==> config.mk <==
export PLATFORM = sky130hd
export DESIGN_NAME = menu_mode_controller_flat
export DESIGN_NICKNAME = d
export VERILOG_FILES = /design/src/rtl/menu_mode_controller_if.sv /design/src/rtl/menu_mode_controller.sv /design/src/flat_wrapper.sv
export SDC_FILE = /design/constraint.sdc
export NUM_CORES = 1
export LEC_CHECK = 0
export CAP_MARGIN = 0
export CORE_AREA = 2 2 125 127
export CTS_CLUSTER_SIZE = 10
export DETAILED_ROUTE_END_ITERATION = 12
export DIE_AREA = 0 0 127 129
export PLACE_DENSITY = 0.74
export SLEW_MARGIN = 20
export SYNTH_ARGS = -nofsm -noshare
export SYNTH_HDL_FRONTEND = slang
export SYNTH_SLANG_ARGS = --single-unit
==> constraint.sdc <==
create_clock -name clk -period 2.4 [get_ports clk]
set_input_delay 0.36 -clock clk [delete_from_list [all_inputs] [get_ports clk]]
set_output_delay 0.36 -clock clk [all_outputs]
set_load 0.02 [all_outputs]
==> src/rtl/menu_mode_controller_if.sv <==
// Front-panel / PicoBlaze signal bundle for menu_mode_controller.
// The controller uses the slave modport. The driving side (top-level decode) uses the master modport.
interface menu_mode_controller_if #(
    parameter int IDX_W = 3
);
    logic [4:0]       btn_raw;       // {pause_play, back, select, scroll_down, scroll_up}
    logic             host_wr;
    logic [7:0]       host_wdata;
    logic             host_rd_ack;
    logic [IDX_W-1:0] item_idx;
    logic [1:0]       mode;
    logic             event_pending;
    logic             run_start;
    logic             run_stop;

    modport master (
        output btn_raw, host_wr, host_wdata, host_rd_ack,
        input  item_idx, mode, event_pending, run_start, run_stop
    );

    modport slave (
        input  btn_raw, host_wr, host_wdata, host_rd_ack,
        output item_idx, mode, event_pending, run_start, run_stop
    );
endinterface

==> src/rtl/menu_mode_controller.sv <==
// Menu/mode controller: button debounce, menu FSM and PicoBlaze command/status.
// The optional macro CONFIRM_TIMEOUT_EN adds an auto-abort timer for the CONFIRM state.
// Without the macro, CONFIRM waits for select/back/host indefinitely.
module menu_mode_controller #(
    parameter int                 N_ITEMS         = 6,
    parameter int                 IDX_W           = 3,
    parameter int                 DEBOUNCE_CYCLES = 1000000,
    parameter int                 CNT_W           = 20,
    parameter logic [N_ITEMS-1:0] CONFIRM_MASK    = 6'b001100,
    parameter int                 TIMEOUT_CYCLES  = 500000000
) (
    input logic                   clk,
    input logic                   reset,   // synchronous, active-low
    menu_mode_controller_if.slave bus
);
    typedef enum logic [1:0] {
        MODE_MENU    = 2'd0,
        MODE_CONFIRM = 2'd1,
        MODE_RUN     = 2'd2,
        MODE_PAUSED  = 2'd3
    } mode_e;

    localparam int BTN_UP    = 0;
    localparam int BTN_DOWN  = 1;
    localparam int BTN_SEL   = 2;
    localparam int BTN_BACK  = 3;
    localparam int BTN_PAUSE = 4;

    localparam logic [1:0]       CMD_DONE     = 2'b00;
    localparam logic [1:0]       CMD_SET_ITEM = 2'b01;
    localparam logic [1:0]       CMD_ABORT    = 2'b10;
    localparam logic [CNT_W-1:0] CNT_LAST     = CNT_W'(DEBOUNCE_CYCLES - 1);
    localparam logic [IDX_W-1:0] IDX_LAST     = IDX_W'(N_ITEMS - 1);
    localparam logic [IDX_W-1:0] IDX_ZERO     = {IDX_W{1'b0}};

    logic [4:0]       sync1_q, sync2_q, db_q;
    logic [CNT_W-1:0] cnt_q [5];
    logic [4:0]       press_s, btn_sel_s;
    mode_e            mode_q, mode_d;
    logic [IDX_W-1:0] idx_q, idx_d;
    logic             ev_q, ev_d, start_q, start_d, stop_q, stop_d;
    logic             change_s, run_or_paused_s, expire_s;
    logic [1:0]       host_cmd_s;
    logic [4:0]       set_val_s;
    logic             unused_s;

    assign host_cmd_s      = bus.host_wdata[1:0];
    assign set_val_s       = bus.host_wdata[6:2];
    assign unused_s        = bus.host_wdata[7];
    assign run_or_paused_s = (mode_q == MODE_RUN) || (mode_q == MODE_PAUSED);

`ifdef CONFIRM_TIMEOUT_EN
    localparam int             TMR_W    = $clog2(TIMEOUT_CYCLES + 1);
    localparam logic [TMR_W-1:0] TMR_LAST = TMR_W'(TIMEOUT_CYCLES - 1);
    logic [TMR_W-1:0] tmr_q;

    // CONFIRM dwell timer: held at zero outside CONFIRM so every entry starts fresh
    always_ff @(posedge clk) begin
        if (!reset || (mode_q != MODE_CONFIRM)) begin
            tmr_q <= {TMR_W{1'b0}};
        end else begin
            tmr_q <= tmr_q + TMR_W'(1);
        end
    end

    assign expire_s = (mode_q == MODE_CONFIRM) && (tmr_q == TMR_LAST);
`else
    localparam int unused_timeout_cycles = TIMEOUT_CYCLES;
    assign expire_s = 1'b0;
`endif

    // Synchronise raw buttons and debounce: level follows sync only after a stable run
    always_ff @(posedge clk) begin
        if (!reset) begin
            sync1_q <= 5'b0;
            sync2_q <= 5'b0;
            db_q    <= 5'b0;
            for (int i = 0; i < 5; i++) cnt_q[i] <= {CNT_W{1'b0}};
        end else begin
            sync1_q <= bus.btn_raw;
            sync2_q <= sync1_q;
            for (int i = 0; i < 5; i++) begin
                if (sync2_q[i] == db_q[i]) begin
                    cnt_q[i] <= {CNT_W{1'b0}};
                end else if (cnt_q[i] == CNT_LAST) begin
                    cnt_q[i] <= {CNT_W{1'b0}};
                    db_q[i]  <= sync2_q[i];
                end else begin
                    cnt_q[i] <= cnt_q[i] + CNT_W'(1);
                end
            end
        end
    end

    // Press pulse fires in the cycle the debounced level is about to rise
    always_comb begin
        press_s = 5'b0;
        for (int i = 0; i < 5; i++) begin
            press_s[i] = sync2_q[i] & ~db_q[i] & (cnt_q[i] == CNT_LAST);
        end
    end

    // Keep only the highest-priority press: back > select > pause_play > up > down
    always_comb begin
        btn_sel_s = 5'b0;
        if (press_s[BTN_BACK]) begin
            btn_sel_s[BTN_BACK] = 1'b1;
        end else if (press_s[BTN_SEL]) begin
            btn_sel_s[BTN_SEL] = 1'b1;
        end else if (press_s[BTN_PAUSE]) begin
            btn_sel_s[BTN_PAUSE] = 1'b1;
        end else if (press_s[BTN_UP]) begin
            btn_sel_s[BTN_UP] = 1'b1;
        end else if (press_s[BTN_DOWN]) begin
            btn_sel_s[BTN_DOWN] = 1'b1;
        end else begin
            btn_sel_s = 5'b0;
        end
    end

    // Next mode/index/pulses: host strobe wins over buttons, timeout is last resort
    always_comb begin
        mode_d  = mode_q;
        idx_d   = idx_q;
        start_d = 1'b0;
        stop_d  = 1'b0;
        if (bus.host_wr) begin
            case (host_cmd_s)
                CMD_DONE: begin
                    if (run_or_paused_s) begin
                        mode_d = MODE_MENU;
                        stop_d = 1'b1;
                    end else begin
                        mode_d = mode_q;
                    end
                end
                CMD_SET_ITEM: begin
                    if ((mode_q == MODE_MENU) && (int'(set_val_s) < N_ITEMS)) begin
                        idx_d = IDX_W'(set_val_s);
                    end else begin
                        idx_d = idx_q;
                    end
                end
                CMD_ABORT: begin
                    mode_d = MODE_MENU;
                    stop_d = run_or_paused_s;
                end
                default: mode_d = mode_q;
            endcase
        end else if (btn_sel_s != 5'b0) begin
            case (mode_q)
                MODE_MENU: begin
                    if (btn_sel_s[BTN_UP]) begin
                        idx_d = (idx_q == IDX_LAST) ? IDX_ZERO : idx_q + IDX_W'(1);
                    end else if (btn_sel_s[BTN_DOWN]) begin
                        idx_d = (idx_q == IDX_ZERO) ? IDX_LAST : idx_q - IDX_W'(1);
                    end else if (btn_sel_s[BTN_SEL]) begin
                        if (CONFIRM_MASK[idx_q]) begin
                            mode_d = MODE_CONFIRM;
                        end else begin
                            mode_d  = MODE_RUN;
                            start_d = 1'b1;
                        end
                    end else begin
                        mode_d = mode_q;
                    end
                end
                MODE_CONFIRM: begin
                    if (btn_sel_s[BTN_SEL]) begin
                        mode_d  = MODE_RUN;
                        start_d = 1'b1;
                    end else if (btn_sel_s[BTN_BACK]) begin
                        mode_d = MODE_MENU;
                    end else begin
                        mode_d = mode_q;
                    end
                end
                MODE_RUN, MODE_PAUSED: begin
                    if (btn_sel_s[BTN_BACK]) begin
                        mode_d = MODE_MENU;
                        stop_d = 1'b1;
                    end else if (btn_sel_s[BTN_PAUSE]) begin
                        mode_d = (mode_q == MODE_RUN) ? MODE_PAUSED : MODE_RUN;
                    end else begin
                        mode_d = mode_q;
                    end
                end
                default: mode_d = mode_q;
            endcase
        end else begin
            mode_d = mode_q;
        end

        // A select/back on the expiry cycle has already moved mode_d out of CONFIRM
        if (expire_s && !bus.host_wr && (mode_d == MODE_CONFIRM)) begin
            mode_d = MODE_MENU;
        end else begin
            start_d = start_d & ~stop_d;
        end

        change_s = (mode_d != mode_q) || (idx_d != idx_q);
        if (change_s) begin
            ev_d = 1'b1;
        end else if (bus.host_rd_ack) begin
            ev_d = 1'b0;
        end else begin
            ev_d = ev_q;
        end
    end

    // Registered outputs and state
    always_ff @(posedge clk) begin
        if (!reset) begin
            mode_q  <= MODE_MENU;
            idx_q   <= IDX_ZERO;
            ev_q    <= 1'b0;
            start_q <= 1'b0;
            stop_q  <= 1'b0;
        end else begin
            mode_q  <= mode_d;
            idx_q   <= idx_d;
            ev_q    <= ev_d;
            start_q <= start_d;
            stop_q  <= stop_d;
        end
    end

    assign bus.item_idx      = idx_q;
    assign bus.mode          = mode_q;
    assign bus.event_pending = ev_q;
    assign bus.run_start     = start_q;
    assign bus.run_stop      = stop_q;
endmodule

==> src/flat_wrapper.sv <==
// flat-port wrapper written by rule: the top's interface ports become plain ports
module menu_mode_controller_flat 
#(
    parameter int                 N_ITEMS         = 6,
    parameter int                 IDX_W           = 3,
    parameter int                 DEBOUNCE_CYCLES = 1000000,
    parameter int                 CNT_W           = 20,
    parameter logic [N_ITEMS-1:0] CONFIRM_MASK    = 6'b001100,
    parameter int                 TIMEOUT_CYCLES  = 500000000
)
  (clk, reset, bus_btn_raw, bus_host_wr, bus_host_wdata, bus_host_rd_ack, bus_item_idx, bus_mode, bus_event_pending, bus_run_start, bus_run_stop);
  menu_mode_controller_if #(.IDX_W(IDX_W)) bus_i ();
  input logic clk;
  input logic reset;
  input wire logic [$bits(bus_i.btn_raw)-1:0] bus_btn_raw;
  input wire logic [$bits(bus_i.host_wr)-1:0] bus_host_wr;
  input wire logic [$bits(bus_i.host_wdata)-1:0] bus_host_wdata;
  input wire logic [$bits(bus_i.host_rd_ack)-1:0] bus_host_rd_ack;
  output wire logic [$bits(bus_i.item_idx)-1:0] bus_item_idx;
  output wire logic [$bits(bus_i.mode)-1:0] bus_mode;
  output wire logic [$bits(bus_i.event_pending)-1:0] bus_event_pending;
  output wire logic [$bits(bus_i.run_start)-1:0] bus_run_start;
  output wire logic [$bits(bus_i.run_stop)-1:0] bus_run_stop;
  assign bus_i.btn_raw = bus_btn_raw;
  assign bus_i.host_wr = bus_host_wr;
  assign bus_i.host_wdata = bus_host_wdata;
  assign bus_i.host_rd_ack = bus_host_rd_ack;
  assign bus_item_idx = bus_i.item_idx;
  assign bus_mode = bus_i.mode;
  assign bus_event_pending = bus_i.event_pending;
  assign bus_run_start = bus_i.run_start;
  assign bus_run_stop = bus_i.run_stop;
  menu_mode_controller #(.N_ITEMS(N_ITEMS), .IDX_W(IDX_W), .DEBOUNCE_CYCLES(DEBOUNCE_CYCLES), .CNT_W(CNT_W), .CONFIRM_MASK(CONFIRM_MASK), .TIMEOUT_CYCLES(TIMEOUT_CYCLES)) u_core (.clk(clk), .reset(reset), .bus(bus_i));
endmodule
=== Yosys cells after proc, flatten, opt, wreduce, memory -nomap -nowiden ===
Memory sizes are Yosys's and may differ from the RTL's. A register that Yosys moved wholly into a read port is not among the register bits.
Index checks and enable logic that the tools add are counted.
Widths: inputs -> output; s select.

* Register bits after elaboration: 23
* Memory bits (writable): 100
* Memory bits (read-only): 8
* Input bits: 17
* Output and inout bits: 8
* Word-level logic and storage cells: 215
* Memories: 2

{| class="wikitable"
|+ Memory list
! memory !! depth !! bits a word !! read ports !! clocked after memory_dff !! write ports !! RTL line !! source
|-
| u_core.cnt_q || 5 || 20 || 5 || 0 || 5 || menu_mode_controller.sv:37 || <nowiki>logic [CNT_W-1:0] cnt_q [5];</nowiki>
|-
| (name not given) || 8 || 1 || 1 || 1 || 0 || menu_mode_controller.sv:158 || <nowiki>if (CONFIRM_MASK[idx_q]) begin</nowiki>
|}

* Add/subtract/negate cells: 7
* Order comparisons: 2
* Equal/unequal tests: 18
* Mux-type cells: 123
* Bitwise gates (word level): 37
* Reductions and logical operators: 14

{| class="wikitable"
|+ Operator list
! cell !! number
|-
| $mux 20 || 15
|-
| $add 20x1->20 const B || 5
|-
| $eq 20x20->1 const B || 5
|-
| $mux 1 || 79
|-
| $mux 3 || 11
|-
| $mux 2 || 14
|-
| $or 1x1->1 || 15
|-
| $and 1x1->1 || 11
|-
| $not 1->1 || 11
|-
| $reduce_and 2->1 || 5
|-
| $eq 2x2->1 const B || 3
|-
| $pmux 2 s3 || 1
|-
| $eq 1x1->1 || 5
|-
| $lt 5x3->1 const B || 1
|-
| $reduce_bool 5->1 || 1
|-
| $eq 2x1->1 const B || 2
|-
| $logic_not 2->1 || 2
|-
| $lt 3x4->1 const B || 1
|-
| $pmux 1 s2 || 2
|-
| $pmux 2 s2 || 1
|-
| $add 3x1->3 const B || 1
|-
| $eq 3x3->1 const B || 1
|-
| $logic_not 3->1 || 1
|-
| $ne 3x3->1 || 1
|-
| 6 further kinds || 7
|}

=== Depth between registers and ports, before layout ===
Gate-level depths: netlist of the first run.

* Word-level depth: 17
* Mapped depth: 8
* Gate-level depth less buffers: 8

=== Least setup slack after synthesis of the first run ===
No wires, ideal clock.

* Kind: reg-to-reg
* Start point: mem u_core.cnt_q[1][6]
* End point: reg (tool-made name)
* Library setup time: 114 ps
* Arrival time: 2313 ps
* Required time: 2286 ps
* Path slack: -27 ps
* Stages on the path, launching flop included: 8
* Path buffers: 0
* Clock period less this slack: 2427 ps
* Cell sequence: edfxtp_1 > or4b_4 > nor4_4 > nand4_4 > a2111oi_4 > a21oi_1 > o31a_1 > and2b_1

{| class="wikitable"
|+ RTL lines
! element !! RTL line
|-
| from (decl) || menu_mode_controller.sv:37
|}

==> results of run 1 <==
cell usage after synthesis (5+ instances only):
master / instances
nor2_1: 120
edfxtp_1: 100
xor2_1: 55
nand3_1: 50
xnor2_1: 36
nand2_1: 28
inv_1: 26
dfxtp_1: 24
and2_1: 20
and3_1: 19
clkbuf_1: 16
nand4_1: 15
o21ai_0: 14
ha_1: 11
nor3_1: 10
a21oi_1: 9
nor2b_1: 9
mux2i_1: 6
nor4_1: 6
and4_1: 5
nor4b_1: 5
or3_1: 5
power groups by stage:
stage	Combinational, W	Sequential [W]	Clock, W
2_1_floorplan	0.000155	0.00251	0
3_3_place_gp	0.000280	0.00250	0
3_5_place_dp	0.000280	0.00251	0
4_1_cts	0.000285	0.00246	0.00235
5_1_grt	0.000333	0.00248	0.00244
6_report	0.000295	0.00247	0.00230
repair_timing:
item	4_1_cts	5_1_grt
setup buffers	3	6
hold endpoints to repair	0	0
pin swaps	1	8
resized for setup	5	9
endpoints found under the setup margin	4	25
hold buffers	0	0
logic make-up (layout without fill, tap and decap cells):
kind of cell	after synthesis	after routing	synth area share, %
buffers and inverters	45	161	2.78
XOR/XNOR	91	91	11.9
other	1	100	0.0560
AND/OR/NAND/NOR	322	322	25.1
AO/OA/AOI/OAI	47	47	4.95
adder cells (fa/ha/maj)	11	11	2.06
flip-flops	124	124	52.0
multiplexers	7	7	1.07
layer usage:
| metal | vias up | part of all wire (%) | GRT usage [%] |
|---|---|---|---|
| met4 | 0 | 2.1 | 7.37 |
| met5 | - | 0 | 0 |
| met1 | 2317 | 47 | 20.8 |
| met3 | 17 | 3.8 | 4.24 |
| li1 | 2594 | - | - |
| met2 | 75 | 47 | 27.0 |
worst max-delay path: stages (launching register included):
cell and delay, ns:
edfxtp_1 0.41, nor4bb_2 0.35, nand4b_1 0.25, o22ai_2 0.32
a2111oi_4 0.05, buf_4 0.17, buf_4 0.13, a31o_2 0.22
o31a_1 0.23, a41o_2 0.22
registers in the layout, indices dropped and copies added, names as in the netlist, named ones only:
register and count:
u_core.cnt_q 100, u_core.db_q 5, u_core.sync1_q 5, u_core.sync2_q 5, u_core.bus.item_idx 3, u_core.bus.mode 2
u_core.bus.event_pending 1, u_core.bus.run_start 1, u_core.bus.run_stop 1
final timing paths:
kind                            start                        to  slack, ns
hold reg to reg     u_core.sync1_q[0]         u_core.sync2_q[0]       0.43
hold / removal      u_core.sync1_q[0]         u_core.sync2_q[0]       0.43
setup reg to reg  u_core.cnt_q[3][12]  u_core.bus.event_pending      -0.08
setup / recovery  u_core.cnt_q[3][12]  u_core.bus.event_pending      -0.08
per-stage QoR:
stage          instances  hold slack (ns)  power (W)  utilization (%)  instance area [um2]
2_1_floorplan        747            0.412    0.00266                -                 7070
3_3_place_gp        1011            0.414    0.00278             53.4                 8000
3_5_place_dp        1011            0.424    0.00279             53.4                 8000
4_1_cts             1046            0.434    0.00510             57.3                 8580
5_1_grt             1051            0.438    0.00525             57.9                 8670
6_report            1051            0.431    0.00506             57.9                 8670
layout make-up:
class	instances	area [um2]	share of cell area, %
clock buffer	25	497	5.73
timing repair buffer	102	848	9.79
tap	188	235	2.71
multi-input combinational	578	3460	40.0
inverter	27	101	1.17
sequential	124	3480	40.2
clock inverter	7	38.8	0.447
==> results.sh, run 1 <==
export IMPL_antenna_found_initial=0
export IMPL_clock_path_buffers=2
export IMPL_synth_main_ff_cell="edfxtp_1"
export IMPL_synthCells=648
export IMPL_dieArea_mm2=0.0164
export IMPL_io_buffers=23
export IMPL_status="finished, violations left"
export IMPL_wl_mm=12.8
export IMPL_path_class="reg2reg"
export IMPL_hold_path_class="reg2reg"
export IMPL_yosysWarnings=0
export IMPL_layout_common_cells="nor2_1, edfxtp_1, conb_1"
export IMPL_post_synth_top_area_cell="edfxtp_1"
export IMPL_cts_tree="done"
export IMPL_ys_seq_area_share_pct=52.0
export IMPL_peakVddDrop_mv=0.479
export IMPL_place_congestion=0.815
export IMPL_synth_edf_count=100
export IMPL_drv_slew=0
export IMPL_crit_path_max_fanout=7
export IMPL_vias=5003
export IMPL_rr_worst_depth=9
export IMPL_finalWorstSetupSlack_ns=-0.0766
export IMPL_worst_setup_path_end_kind="register"
export IMPL_max_freq_ghz=0.404
export IMPL_rsz0062_at_grt="yes"
export IMPL_insertedDiodeCount=0
export IMPL_clk_latency_ns=0.42
export IMPL_die_y_um=129
export IMPL_whs_path_depth=1
export IMPL_crit_required_ns=2.71
export IMPL_wl_per_cell_um=12.2
export IMPL_drt_first_iter_violations=289
export IMPL_ys_top_cells_by_area="edfxtp_1, xor2_1, dfxtp_1"
export IMPL_synth_top_area_share_pct=44.9
export IMPL_synth_distinct_cells=60
export IMPL_grt_max_degree=21
export IMPL_p_comb_share_pct=5.8
export IMPL_syn_cell_area_mm2=0.00669
export IMPL_fin_crit_sh_pct=103
export IMPL_power_density_mw_per_mm2=584
export IMPL_finalHoldViolations=0
export IMPL_p_seq_share_pct=48.8
export IMPL_grt_total_usage_pct=16.5
export IMPL_avgSynthCellArea_um2=10.3
export IMPL_start_util_pct=44.7
export IMPL_io_pins=25
export IMPL_firstDrtPassIters=4
export IMPL_cts_buffers=17
export IMPL_final_common_cell="nor2_1"
export IMPL_drc=0
export IMPL_clkSlewWorstSetupHoldPaths_ns=0.05
export IMPL_swShare_pct=21.4
export IMPL_async_reset_ff_share_pct=0
export IMPL_power_leakage_nw=3.35
export IMPL_fin_nets=878
export IMPL_ys_seq_elements=124
export IMPL_htree_levels=4
export IMPL_dieWidth_um=127
export IMPL_clkSinkCount=124
export IMPL_post_dp_hpwl_mm=9.24
export IMPL_layout_drive_gt1_share_pct=15.8
export IMPL_violations="setup timing"
export IMPL_tns_ns=-0.143
export IMPL_arrival_ns=2.78
export IMPL_grt_pass1_wl_mm=21.5
export IMPL_n_fill_cell=1297
export IMPL_maxSlewHeadroom_pct=60.9
export IMPL_coreArea_mm2=0.0150
export IMPL_finalCriticalPeriod_ns=2.48
export IMPL_overflow=0
export IMPL_worstSetupStartpointType="register"
export IMPL_p_switching_w=0.00108
export IMPL_tightestPinTransition_ns=0.583
export IMPL_fin_skew_ns=0.00791
export IMPL_setup_viol=3
export IMPL_clkPwrFrac_pct=45.4
export IMPL_internal_power_w=0.00398
export IMPL_syn2layout_area_growth_pct=29.5
export IMPL_cts_root_buf="clkbuf_16"
export IMPL_drv_cap=0
export IMPL_routed_via_density=4.76
export IMPL_dp_slack_ns=-0.179
export IMPL_rows=45
export IMPL_grt_pass1_vias=4782
export IMPL_final_antenna_net_count=0
Power figures use the tool's default switching activity.
==> run 2, diff against run 1 <==
- TNS_END_PERCENT: default -> 30
==> results.sh, run 2 (synthesized netlist as in run 1, its figures left out) <==
export IMPL_crit_chain="nor4bb_2, nand4b_1, o22ai_2, a2111oi_4, buf_4, buf_4, a31o_2, o31a_1, a41o_2"
export IMPL_htree_levels=4
export IMPL_tns_ns=-0.183
export IMPL_p_comb_share_pct=5.8
export IMPL_maxSlewHeadroom_pct=60.9
export IMPL_cts_hold_buf=0
export IMPL_final_antenna_net_count=0
export IMPL_grt_pass1_vias=4760
export IMPL_finalCriticalPeriod_ns=2.48
export IMPL_drv_slew=0
export IMPL_firstDrtPassIters=4
export IMPL_clock_path_buffers=2
export IMPL_layout_common_cells="nor2_1, edfxtp_1, conb_1"
export IMPL_swShare_pct=21.3
export IMPL_fin_cells=1048
export IMPL_grt_pass1_wl_mm=21.5
export IMPL_drt_first_iter_violations=248
export IMPL_wl_mm=12.7
export IMPL_clkSinkCount=124
export IMPL_final_common_cell="nor2_1"
export IMPL_tightestPinTransition_ns=0.582
export IMPL_clkSlewWorstSetupHoldPaths_ns=0.05
export IMPL_path_delay_family="compound AO/OA/AOI/OAI gates"
export IMPL_fin_crit_sh_pct=103
export IMPL_largest_register="u_core.cnt_q"
export IMPL_violations="setup timing"
export IMPL_finalHoldViolations=0
export IMPL_worstSetupStartpointType="register"
export IMPL_power_density_mw_per_mm2=585
export IMPL_p_switching_w=0.00108
export IMPL_grt_total_usage_pct=16.5
export IMPL_insertedDiodeCount=0
export IMPL_critPathMaxStageDelay_ns=0.41
export IMPL_dp_cells=1011
export IMPL_dieWidth_um=127
export IMPL_clk_latency_ns=0.42
export IMPL_wl_per_cell_um=12.2
export IMPL_start_util_pct=44.7
export IMPL_cpMostUsedCell="buf_4"
export IMPL_fin_nets=875
export IMPL_layout_drive_gt1_share_pct=15.1
export IMPL_power_leakage_nw=3.34
export IMPL_internal_power_w=0.00398
export IMPL_rows=45
export IMPL_setup_viol=3
export IMPL_fin_skew_ns=0.00840
export IMPL_cp_num_buf_inv=2
export IMPL_finalWorstSetupSlack_ns=-0.0832
export IMPL_post_dp_hpwl_mm=9.24
export IMPL_routed_via_density=4.76
export IMPL_coreArea_mm2=0.0150
export IMPL_drv_cap=0
export IMPL_crit_slowest_cell="edfxtp_1"
export IMPL_dieArea_mm2=0.0164
export IMPL_syn2layout_area_growth_pct=29.0
export IMPL_crit_path_max_fanout=7
export IMPL_peakVddDrop_mv=0.479
export IMPL_drc=0
export IMPL_io_buffers=23
export IMPL_largest_reg_flops=100
export IMPL_crit_required_ns=2.71
export IMPL_cts_tree="done"
export IMPL_arrival_ns=2.79
export IMPL_rsz0062_at_grt="yes"
export IMPL_io_pins=25
export IMPL_n_fill_cell=1301
export IMPL_total_power_w=0.00505
export IMPL_max_freq_ghz=0.403
export IMPL_overflow=0
export IMPL_worst_setup_path_end_kind="register"
export IMPL_die_y_um=129
export IMPL_cts_root_buf="clkbuf_16"
export IMPL_grt_max_degree=21
export IMPL_status="finished, violations left"
export IMPL_path_class="reg2reg"
export IMPL_multi_input_area_mm2=0.00345
export IMPL_cts_buffers=17
export IMPL_final_seq_area_mm2=0.00348
export IMPL_p_seq_share_pct=48.9
export IMPL_place_congestion=0.815
export IMPL_clkPwrFrac_pct=45.4
export IMPL_hold_path_class="reg2reg"
export IMPL_antenna_found_initial=0
export IMPL_vias=4993
[run 2: cell types whose count changed in the layout (fill, tap and decap cells not counted), sizes merged]
cell and delta:
buf -3
[run 2: timing repair]
| item | CTS | global route |
|---|---|---|
| setup endpoints to repair | 4 | 6 |
| pin swaps | 0 | 10 |
| resized for setup | 1 | 9 |
| gates cloned | 0 | 0 |
| setup buffers | 0 | 6 |
[run 2: per-layer routing]
layer,GRT usage [%],vias up,routed length [um]
met5,0,-,0
met4,7.37,0,288
met3,4.24,19,514
met2,26.9,71,5990
met1,20.9,2312,5960
li1,-,2591,-
[run 2: through the flow]
stage	worst slack [ns]	area (um2)	hold slack, ns	util [%]
final	-0.0832	8630	0.431	57.7
after global routing	-0.228	8630	0.438	57.7
after CTS	-0.102	8540	0.434	57.1
after detailed placement	-0.179	8000	0.424	53.4
after global placement	-0.168	8000	0.414	53.4
after floorplan	0.0264	7070	0.412	-
[run 2: cell type report]
cell class,instances,area share [%]
Tap cell,188,2.72
Inverter,27,1.17
Clock buffer,25,5.75
Multi-Input combinational cell,578,40.0
Timing Repair Buffer,99,9.56
Clock inverter,7,0.449
Sequential cell,124,40.3
[run 2: final timing paths]
kind | startpoint | end | depth (start not counted) | slack [ns]
setup / recovery | u_core.cnt_q[3][12] | u_core.bus.event_pending | 9 | -0.08
hold / removal | u_core.sync1_q[0] | u_core.sync2_q[0] | 1 | 0.43
setup reg to reg | u_core.cnt_q[3][12] | u_core.bus.event_pending | 9 | -0.08
hold reg to reg | u_core.sync1_q[0] | u_core.sync2_q[0] | 1 | 0.43
[run 2: worst reg2reg max path: cells and delay by family (launching register included)]
family	cells	cell delay, ns
AOI/OAI and AO/OA	5	1.06
and+or+nand+nor	2	0.60
DFF	1	0.41
buffers and inverters	2	0.30
[run 2: power groups by stage]
stage                     combinational (W)  clock, W  sequential (W)
final                              0.000292   0.00229         0.00247
after global routing               0.000330   0.00244         0.00248
after CTS                          0.000284   0.00235         0.00246
after detailed placement           0.000280         0         0.00251
after global placement             0.000280         0         0.00250
after floorplan                    0.000155         0         0.00251
==> run 3, diff against run 2 <==
- CTS_BUF_LIST: default -> sky130_fd_sc_hd__clkbuf_4
==> results.sh, run 3 (synthesized netlist as in run 1, its figures left out) <==
export IMPL_cts_buffers=17
export IMPL_clkSlewWorstSetupHoldPaths_ns=0.10
export IMPL_post_dp_hpwl_mm=9.24
export IMPL_clock_path_buffers=2
export IMPL_start_util_pct=44.7
export IMPL_cts_hold_buf=0
export IMPL_worstSetupStartpointType="register"
export IMPL_drt_first_iter_violations=325
export IMPL_max_freq_ghz=0.403
export IMPL_drv_cap=0
export IMPL_grt_pass1_vias=4728
export IMPL_whs_path_depth=2
export IMPL_dp_cells=1011
export IMPL_grt_max_degree=21
export IMPL_rr_worst_depth=9
export IMPL_finalCriticalPeriod_ns=2.48
export IMPL_wl_per_cell_um=12.0
export IMPL_wl_mm=12.6
export IMPL_power_density_mw_per_mm2=484
export IMPL_maxSlewHeadroom_pct=60.6
export IMPL_rsz0062_at_grt="yes"
export IMPL_grt_pass1_wl_mm=21.1
export IMPL_finalWorstSetupSlack_ns=-0.0805
export IMPL_layout_common_cells="nor2_1, edfxtp_1, conb_1"
export IMPL_largest_reg_flops=100
export IMPL_dpl_cell_area_mm2=0.00800
export IMPL_cts_root_buf="clkbuf_4"
export IMPL_firstDrtPassIters=5
export IMPL_fin_cells=1050
export IMPL_final_antenna_net_count=0
export IMPL_fin_nets=876
export IMPL_drc=0
export IMPL_io_buffers=23
export IMPL_crit_required_ns=2.83
export IMPL_path_class="reg2reg"
export IMPL_vias=4961
export IMPL_syn2layout_area_growth_pct=24.9
export IMPL_clkSinkCount=124
export IMPL_arrival_ns=2.91
export IMPL_setup_viol=3
export IMPL_total_power_w=0.00405
export IMPL_final_common_cell="nor2_1"
export IMPL_hold_path_class="in2reg"
export IMPL_design_area_mm2=0.00836
export IMPL_htree_levels=4
export IMPL_dieWidth_um=127
export IMPL_fin_skew_ns=0.0143
export IMPL_violations="setup timing"
export IMPL_cts_tree="done"
export IMPL_io_pins=25
export IMPL_drv_slew=0
export IMPL_largest_register="u_core.cnt_q"
export IMPL_overflow=0
export IMPL_clk_latency_ns=0.54
export IMPL_routed_via_density=4.72
export IMPL_peakVddDrop_mv=0.345
export IMPL_tightestPinTransition_ns=0.587
export IMPL_status="finished, violations left"
export IMPL_n_fill_cell=1349
export IMPL_rows=45
export IMPL_crit_path_max_fanout=7
export IMPL_antenna_found_initial=1
export IMPL_place_congestion=0.815
export IMPL_fin_crit_sh_pct=103
export IMPL_worst_setup_path_end_kind="register"
export IMPL_layout_drive_gt1_share_pct=15.8
export IMPL_dieArea_mm2=0.0164
export IMPL_coreArea_mm2=0.0150
export IMPL_finalHoldViolations=0
export IMPL_grt_total_usage_pct=16.3
export IMPL_die_y_um=129
export IMPL_power_leakage_nw=3.22
run 3: cell types whose count changed in the layout (fill, tap and decap cells not counted), moves of 2 or more:
| cell | delta |
|---|---|
| clkinv_1 | +2 |
| clkbuf_4 | +22 |
| clkbuf_8 | -2 |
| clkbuf_1 | -5 |
| clkbuf_16 | -18 |
run 3: per-stage QoR:
step	hold slack (ns)	util [%]	setup slack, ns	TNS (ns)
after floorplan	0.412	-	0.0264	0
after global placement	0.414	53.4	-0.168	-0.309
after detailed placement	0.424	53.4	-0.179	-0.377
after CTS	0.360	55.1	-0.107	-0.247
after global routing	0.379	55.8	-0.207	-0.645
final	0.408	55.8	-0.0805	-0.204
run 3: worst paths after layout:
check	startpoint	to	slack, ns
max	u_core.cnt_q[3][12]	u_core.bus.event_pending	-0.08
min	bus_btn_raw[0]	u_core.sync1_q[0]	0.41
max reg2reg	u_core.cnt_q[3][12]	u_core.bus.event_pending	-0.08
min reg2reg	u_core.sync1_q[0]	u_core.sync2_q[0]	0.44
run 3: metal layers:
layer	up-vias	track usage (%)	share of wire [%]
met5	-	0	0
met4	0	8.14	1.6
met3	17	4.03	4.4
met2	75	26.3	47
met1	2279	20.5	47
li1	2590	-	-
run 3: final cells by class:
class | count | area, um2 | area share (%)
tap | 188 | 235 | 2.81
clock buffer | 22 | 165 | 1.98
timing repair buffer | 100 | 833 | 9.97
multi-input combinational | 578 | 3460 | 41.4
clock inverter | 10 | 76.3 | 0.913
sequential | 124 | 3480 | 41.7
inverter | 27 | 101 | 1.21
antenna | 1 | 2.50 | 0.0299
run 3: power by group:
part / switching (W) / leakage, nW / internal (W) / total (W)
Sequential: 0.0000605 / 1.23 / 0.00240 / 0.00246
Combinational: 0.000146 / 1.85 / 0.000147 / 0.000292
Clock: 0.000739 / 0.146 / 0.000555 / 0.00129
Total: 0.000945 / 3.22 / 0.00310 / 0.00405
run 3: timing repair:
item	CTS	global route
gates resized for setup	3	10
pin swaps	0	9
setup buffers	0	6
endpoints found under the setup margin	4	19
run 3: critical path, stage by stage (launching register included):
cell	delay (ns)
edfxtp_1	0.43
nor4bb_2	0.36
nand4b_1	0.25
o22ai_2	0.30
a2111oi_4	0.05
buf_4	0.17
buf_4	0.13
a31o_2	0.22
o31a_1	0.23
a41o_2	0.22
